**src/rtl/imem_fetch_arb.sv**
```systemverilog
// Instruction ROM arbiter between the CPU fetch port and a debug/loader port.
// One ROM access per cycle; debug wins a tie after MAX_WAIT lost rounds.
module imem_fetch_arb #(
  parameter int unsigned MAX_WAIT = 4
) (
  input  logic        clk,
  input  logic        rst,
  input  logic        cpu_req,
  input  logic [31:0] cpu_addr,
  output logic        cpu_ready,
  output logic [63:0] cpu_inst,
  output logic        cpu_stall,
  input  logic        dbg_req,
  input  logic [31:0] dbg_addr,
  output logic        dbg_ready,
  output logic [63:0] dbg_inst,
  output logic        rom_ce,
  output logic [31:0] rom_addr,
  input  logic [63:0] rom_inst
);

  localparam logic [3:0] WaitMax = 4'(MAX_WAIT);

  typedef enum logic [1:0] {
    IDLE,
    ACC_CPU,
    ACC_DBG
  } state_t;

  state_t     state;
  logic [3:0] wait_cnt;
  logic       cpu_elig;
  logic       dbg_elig;
  logic       cpu_win;
  logic       dbg_win;

  // The port being served this cycle cannot win the next slot.
  always_comb begin
    cpu_elig = cpu_req && (state != ACC_CPU);
    dbg_elig = dbg_req && (state != ACC_DBG);
    dbg_win  = dbg_elig &&
               (!cpu_elig || (wait_cnt == WaitMax));
    cpu_win  = cpu_elig && !dbg_win;
  end

  assign cpu_stall = cpu_req & ~cpu_ready;

  always_ff @(posedge clk or negedge rst) begin
    if (!rst) begin
      state     <= IDLE;
      rom_ce    <= 1'b0;
      rom_addr  <= 32'h0;
      cpu_ready <= 1'b0;
      dbg_ready <= 1'b0;
      cpu_inst  <= 64'h0;
      dbg_inst  <= 64'h0;
    end else begin
      cpu_ready <= (state == ACC_CPU);
      dbg_ready <= (state == ACC_DBG);
      if (state == ACC_CPU) begin
        cpu_inst <= rom_inst;
      end
      if (state == ACC_DBG) begin
        dbg_inst <= rom_inst;
      end
      unique case (1'b1)
        dbg_win: begin
          state    <= ACC_DBG;
          rom_ce   <= 1'b1;
          rom_addr <= dbg_addr;
        end
        cpu_win: begin
          state    <= ACC_CPU;
          rom_ce   <= 1'b1;
          rom_addr <= cpu_addr;
        end
        default: begin
          state  <= IDLE;
          rom_ce <= 1'b0;
        end
      endcase
    end
  end

  always_ff @(posedge clk or negedge rst) begin
    if (!rst) begin
      wait_cnt <= 4'h0;
    end else if (dbg_win) begin
      wait_cnt <= 4'h0;
    end else if (dbg_req && (wait_cnt != WaitMax)) begin
      wait_cnt <= wait_cnt + 4'h1;
    end
  end

endmodule

```
**config.mk**
```make
export PLATFORM = sky130hd
export DESIGN_NAME = imem_fetch_arb
export DESIGN_NICKNAME = d
export VERILOG_FILES = /design/src/rtl/imem_fetch_arb.sv
export SDC_FILE = /design/constraint.sdc
export NUM_CORES = 1
export LEC_CHECK = 0
export BUFFER_PORTS_ARGS = -buffer_cell sky130_fd_sc_hd__buf_2
export CAP_MARGIN = 10
export CORE_MARGIN = 1.5
export CORE_UTILIZATION = 47
export DETAILED_ROUTE_END_ITERATION = 12
export PLACE_DENSITY = 0.8
export SYNTH_ARGS = -nofsm -noshare
export SYNTH_HDL_FRONTEND = slang
export SYNTH_SLANG_ARGS = --single-unit
```
**constraint.sdc**
```tcl
create_clock -name clk -period 2.45 [get_ports clk]
set_clock_uncertainty 0.2 [all_clocks]
set_input_delay 0.49 -clock clk [delete_from_list [all_inputs] [get_ports clk]]
set_output_delay 0.49 -clock clk [all_outputs]
set_load 0.01 [all_outputs]
```
==> flow_metrics.env, run 1 <==
export IMPL_status="finished clean"
export IMPL_cp_start_kind="register"
export IMPL_grt_pass1_wl_mm=26.73
export IMPL_ys_warn_count=0
export IMPL_ioPinCount=296
export IMPL_syn_nets=711
export IMPL_grt_antenna_before_repair=0
export IMPL_yosys_area_share_simple=0.1577
export IMPL_fin_ws_ns=0.2600
export IMPL_clk_pin_slew_ns=0.07
export IMPL_grt_setup_unrepaired="false"
export IMPL_vias=5474
export IMPL_dieWidth_um=122.1
export IMPL_setup_viol=0
export IMPL_synth_top_family_by_area="simple AND/OR/NAND/NOR gates"
export IMPL_yosys_area_top_type="dfrtp_1"
export IMPL_cts_buffers=17
export IMPL_powerDensity_nw_per_um2=1029
export IMPL_critPathKind="register to register"
export IMPL_track_usage=0.2318
export IMPL_finalWirelength_mm=17.44
export IMPL_crit_family="adder cells"
export IMPL_grt_overflow_total=0
export IMPL_cp_end_kind="register"
export IMPL_place_hpwl_mm=12.28
export IMPL_cp_max_fo=33
export IMPL_viasPerCell=5.150
export IMPL_dieArea_sq_um=14920
export IMPL_yosysTopAreaCellShare=0.6339
export IMPL_drc_errors=0
export IMPL_gp_congestion=0.8060
export IMPL_fp_dieH_um=122.1
export IMPL_whs_ns=0.07550
export IMPL_syn_area_per_cell_sq_um=11.56
export IMPL_post_cts_setup_buffer_count=0
export IMPL_period_share=0.8939
export IMPL_cts_htree_levels=4
export IMPL_worstHoldPathType="primary input to register"
export IMPL_finalSetupTns_ns=0
export IMPL_synth_compound_area_share=0.06077
export IMPL_grt_max_degree=68
export IMPL_power_mw=9.277
export IMPL_cp_required_ns=2.53
export IMPL_initial_core_util=0.4806
export IMPL_cp_slowest_cell="maj3_2"
export IMPL_worstPathCellList="inv_1 > ha_1 > nand4b_1 > maj3_2 > and2_1 > o211ai_1"
export IMPL_fill_cells=1106
export IMPL_clk_latency_ns=0.41
export IMPL_vdd_ir_drop_max_uv=591.2
export IMPL_syn_area_sq_um=6671
export IMPL_design_final_nets=1004
export IMPL_drive_above_1_share=0.4655
export IMPL_drv_slew=0
export IMPL_multi_input_comb_area_sq_um=2246
export IMPL_fmax_mhz=456.6
export IMPL_area_delta_synth_final_pct=35.13
export IMPL_hold_viol=0
export IMPL_critPathMaxStageDelay_ns=0.56
export IMPL_cts_repair_resized=0
export IMPL_root_buffer="clkbuf_16"
export IMPL_num_rows=43
export IMPL_post_place_ws_ns=0.2428
export IMPL_portBuffers=295
export IMPL_diodes=0
export IMPL_min_period_ns=2.190
export IMPL_tightest_slew_ns=0.7141
export IMPL_synthMuxAreaShare=0.1097
export IMPL_clockBufferDepth=2
export IMPL_first_global_vias=5507
export IMPL_cts_tree="done"
export IMPL_drtIter0Drc=222
export IMPL_final_antenna_net_count=0
export IMPL_crit_arrival_ns=2.27
export IMPL_synthCells=577
export IMPL_cts_sinks=169
export IMPL_seqCellArea_sq_um=4229
export IMPL_wire_per_inst_um=16.40
export IMPL_drv_cap=0
export IMPL_drt_pre_antenna_iters=4
export IMPL_synth_cell_types=32
export IMPL_core_area_sq_um=13880
export IMPL_synth_xor_area_frac=0
export IMPL_synth_seq_area_share=0.6339
export IMPL_ys_top_cells_by_area="dfrtp_1 63%, mux2_2 11%, nand2_1 11%, a221o_1 3.6%, and3_1 2.4%"
export IMPL_cp_buffers_inverters=1
export IMPL_power_leakage_nw=4.798
export IMPL_synth_fa_ha_area_frac=0.006939
export IMPL_slew_headroom=0.5203
export IMPL_yosys_register_bits=169
state kept, by name, summed over array words and instances (netlist names):
name / flops
cpu_ready: 1
state: 2
rom_ce: 1
dbg_inst: 64
wait_cnt: 4
rom_addr: 32
dbg_ready: 1
cpu_inst: 64
area by class of cell:
cell class	count	area share
inverters	6	0.002498
clock inverters	13	0.02235
well taps	180	0.02498
repair buffers	310	0.1828
multi-input cells	366	0.2491
clock buffers	19	0.04913
flip-flops and latches	169	0.4691
synth_stat cells:
cell type / instances
nand3_1: 17
a221o_1: 24
ha_1: 2
nand4b_1: 1
a21o_1: 1
nand2b_1: 3
buf_1: 4
nor3_1: 1
nand3b_1: 1
buf_6: 3
and3_1: 26
nand2_1: 192
buf_4: 3
nand2_2: 1
and2_1: 1
mux2_2: 65
nor2b_1: 2
buf_2: 12
maj3_2: 1
o21ai_0: 11
a21oi_1: 3
dfrtp_1: 169
inv_1: 5
nand4_1: 1
o211ai_1: 8
o211a_1: 1
maj3_1: 1
o2bb2ai_1: 1
nor3b_2: 1
clkbuf_1: 14
inv_2: 1
a22o_1: 1
layout by cell type, fill, tap and decap left out, drive strengths merged, types with 3 or more instances in the layout:
cell	instances
a21oi	3
a221o	24
and3	26
buf	309
bufinv	4
clkbuf	19
dfrtp	169
inv	13
mux2	65
nand2	193
nand2b	3
nand3	17
o211ai	8
o21ai	11
per-layer routing:
metal	track usage	up-vias	wire length, um
met5	0	-	0
met2	0.3985	221	8731
met3	0.06882	28	1417
met4	0.09084	0	389
li1	-	2544	-
met1	0.2732	2681	6897
stage by stage:
stage                     cell area (sq um)  utilization  instances
after floorplan                        6671            -        577
after global placement                 8361       0.6023       1030
after detailed placement               8361       0.6023       1030
after CTS                              9015       0.6495       1063
after global routing                   9015       0.6495       1063
final                                  9015       0.6495       1063
power breakdown:
part	leakage (nW)	switching, mW	internal (mW)
Combinational	2.45	1.32	1.11
Clock	0.309	1.16	1.77
Sequential	2.04	0.394	3.53
logic make-up (layout without fill, tap and decap cells):
kind of cell | Yosys count | after routing
AO/OA/AOI/OAI | 50 | 50
adder cells (fa/ha/maj) | 4 | 4
buffers and inverters | 42 | 348
flip-flops | 169 | 169
multiplexers | 65 | 65
AND/OR/NAND/NOR | 247 | 247
what timing repair did:
| action | in CTS | in global routing |
|---|---|---|
| endpoints found under the hold margin | 51 | 0 |
| hold buffers | 1 | 0 |
| setup endpoints to repair | 0 | 0 |
final timing paths:
check | to | startpoint | cells after the start | slack (ns)
worst min register to register | dbg_inst[59] | dbg_inst[59] | 2 | 0.27
min in group asynchronous | dbg_inst[24] | rst | 2 | 0.40
worst max register to register | rom_addr[11] | wait_cnt[0] | 6 | 0.26
worst max-delay path | rom_addr[11] | wait_cnt[0] | 6 | 0.26
worst min-delay path | dbg_inst[8] | rom_inst[8] | 3 | 0.08
max in group asynchronous | cpu_inst[53] | rst | 3 | 1.01
tightest hold or removal path, cell delays in order:
cell and delay (ns):
buf_2 0.08, nand2_1 0.04, nand2_1 0.04
No activity file was read; power rests on OpenSTA's default activity.
==> inputs of run 2 (changes only) <==
==> config.mk (replaced) <==
export PLATFORM = sky130hd
export DESIGN_NAME = imem_fetch_arb
export DESIGN_NICKNAME = d
export VERILOG_FILES = /design/src/rtl/imem_fetch_arb.sv
export SDC_FILE = /design/constraint.sdc
export NUM_CORES = 1
export LEC_CHECK = 0
export CAP_MARGIN = 10
export CORE_MARGIN = 1.5
export CORE_UTILIZATION = 50
export DETAILED_ROUTE_END_ITERATION = 12
export DONT_BUFFER_PORTS = 1
export SYNTH_ARGS = -nofsm -noshare
export SYNTH_HDL_FRONTEND = slang
export SYNTH_SLANG_ARGS = --single-unit
==> run 2 against run 1 <==
Compared with the run above: the flow now finishes with violations (hold timing); wire length fell by 5.7%; register-to-register slack got worse by 0.02 ns; largest cell class unchanged; power fell by 10%; hold slack got worse by 0.51 ns; die area fell by 5.9%; setup slack got worse by 0.022 ns; sequential power rose by 14%; critical path depth did not move; first-iteration DRC count rose by 69%; final cell count fell by 21%; non-clock buffer count fell by 215.
==> flow_metrics.env, run 2 (same netlist as run 1, synthesis figures left out) <==
export IMPL_status="complete, but fails checks"
export IMPL_failed_checks="hold timing"
export IMPL_crit_path_start="wait_cnt[0]"
export IMPL_crit_arrival_ns=2.29
export IMPL_portBuffers=0
export IMPL_regToRegSetupSlack_ns=0.24
export IMPL_cts_sinks=169
export IMPL_gp_congestion=0.7852
export IMPL_grt_setup_unrepaired="false"
export IMPL_setup_viol=0
export IMPL_cp_buffers_inverters=1
export IMPL_place_hpwl_mm=10.27
export IMPL_powerDensity_nw_per_um2=1007
export IMPL_cts_repair_resized=0
export IMPL_diodes=0
export IMPL_cp_start_kind="register"
export IMPL_cp_slowest_cell="maj3_2"
export IMPL_final_antenna_net_count=0
export IMPL_critPathKind="register to register"
export IMPL_dieArea_sq_um=14040
export IMPL_min_period_ns=2.212
export IMPL_fmax_mhz=452.2
export IMPL_area_delta_synth_final_pct=23.80
export IMPL_power_leakage_nw=3.886
export IMPL_period_share=0.9027
export IMPL_worstPathCellList="inv_1 > ha_1 > nand4b_1 > maj3_2 > and2_1 > o211ai_1"
export IMPL_finalSetupTns_ns=0
export IMPL_clockBufferDepth=2
export IMPL_dieWidth_um=118.5
export IMPL_design_final_nets=789
export IMPL_fp_dieH_um=118.5
export IMPL_drv_cap=0
export IMPL_clk_pin_slew_ns=0.06
export IMPL_cts_tree="done"
export IMPL_vdd_ir_drop_max_uv=582.8
export IMPL_drc_errors=0
export IMPL_cp_max_fo=33
export IMPL_cp_end_kind="register"
export IMPL_cts_buffers=17
export IMPL_drv_slew=0
export IMPL_first_global_vias=4854
export IMPL_grt_pass1_wl_mm=25.65
export IMPL_ff2ff_path_depth=6
export IMPL_layout_commonest_cell="nand2_1"
export IMPL_drt_pre_antenna_iters=5
export IMPL_ioPinCount=296
export IMPL_grt_antenna_before_repair=0
export IMPL_drtIter0Drc=376
export IMPL_post_route_util=0.6287
export IMPL_clk_latency_ns=0.41
export IMPL_core_area_sq_um=13140
export IMPL_track_usage=0.2341
export IMPL_cts_htree_levels=4
export IMPL_initial_core_util=0.5078
export IMPL_viasPerCell=5.579
export IMPL_worstHoldPathType="primary input to async pin"
export IMPL_tightest_slew_ns=0.7451
export IMPL_wire_per_inst_um=19.51
export IMPL_crit_family="adder cells"
export IMPL_reg2reg_from="wait_cnt[0]"
export IMPL_grt_max_degree=170
export IMPL_rr_endpoint="rom_addr[4]"
export IMPL_whs_ns=-0.4337
export IMPL_final_cell_mix="192 x nand2_1, 169 x dfrtp_1, 89 x dlygate4sd3_1"
export IMPL_drive_above_1_share=0.1589
export IMPL_cp_required_ns=2.53
export IMPL_root_buffer="clkbuf_16"
export IMPL_critPathMaxStageDelay_ns=0.54
export IMPL_vias=4703
export IMPL_finalWirelength_mm=16.45
export IMPL_grt_overflow_total=0
export IMPL_largestRegisters="cpu_inst (64), dbg_inst (64), rom_addr (32)"
export IMPL_hold_viol=169
export IMPL_slew_headroom=0.4995
export IMPL_num_rows=42
[run 2: changes by cell type in the layout (fill, tap and decap cells not counted), sizes merged]
cell,previous run,this run
inv,13,7
bufinv,4,3
buf,309,6
dlygate4sd3,1,89
clkinv,0,5
clkbuf,19,20
[run 2: power breakdown]
| part | total [mW] | internal, mW | switching [mW] |
|---|---|---|---|
| Sequential | 4.48 | 3.54 | 0.941 |
| Clock | 2.68 | 1.63 | 1.05 |
| Combinational | 1.16 | 0.627 | 0.534 |
| Total | 8.31 | 5.79 | 2.53 |
[run 2: timing repair]
action / 4_1_cts / 5_1_grt
buffers inserted: 0 / 0
endpoints found under the hold margin: 241 / 187
hold buffers: 71 / 18
[run 2: metrics by stage]
stage / power [mW] / hold slack [ns] / setup slack, ns / area (sq um) / cells
2_1_floorplan: 5.206 / -0.005591 / 0.5154 / 6671 / 577
5_1_grt: 8.733 / -0.4658 / 0.1001 / 8259 / 843
3_5_place_dp: 5.565 / -0.002292 / 0.2727 / 6775 / 723
3_3_place_gp: 5.509 / -0.002455 / 0.3321 / 6775 / 723
4_1_cts: 8.367 / -0.4554 / 0.2573 / 8079 / 825
6_report: 8.314 / -0.4337 / 0.2385 / 8259 / 843
[run 2: worst max-delay path by stage]
stage                               to  slack [ns]  cells after the start
after global placement    rom_addr[21]        0.33                      6
after floorplan           rom_addr[29]        0.52                      7
after global routing      rom_addr[21]        0.10                      6
after detailed placement  rom_addr[15]        0.27                      6
after CTS                 rom_addr[15]        0.26                      6
final                      rom_addr[4]        0.24                      6
[run 2: layout make-up]
cell class                      instances  area, sq um
Multi-Input combinational cell        366         2246
Clock buffer                           20        446.7
Clock inverter                         11        146.4
Sequential cell                       169         4229
Inverter                                6        22.52
Tap cell                              176        220.2
Fill cell                            1031         4878
Timing Repair Buffer                   95        948.4
[run 2: per-layer routing]
layer	track usage	vias up	routed length (um)
met5	0	-	0
met4	0.09789	0	420
met3	0.1038	32	1852
met2	0.3830	262	7937
met1	0.2683	2304	6235
li1	-	2105	-
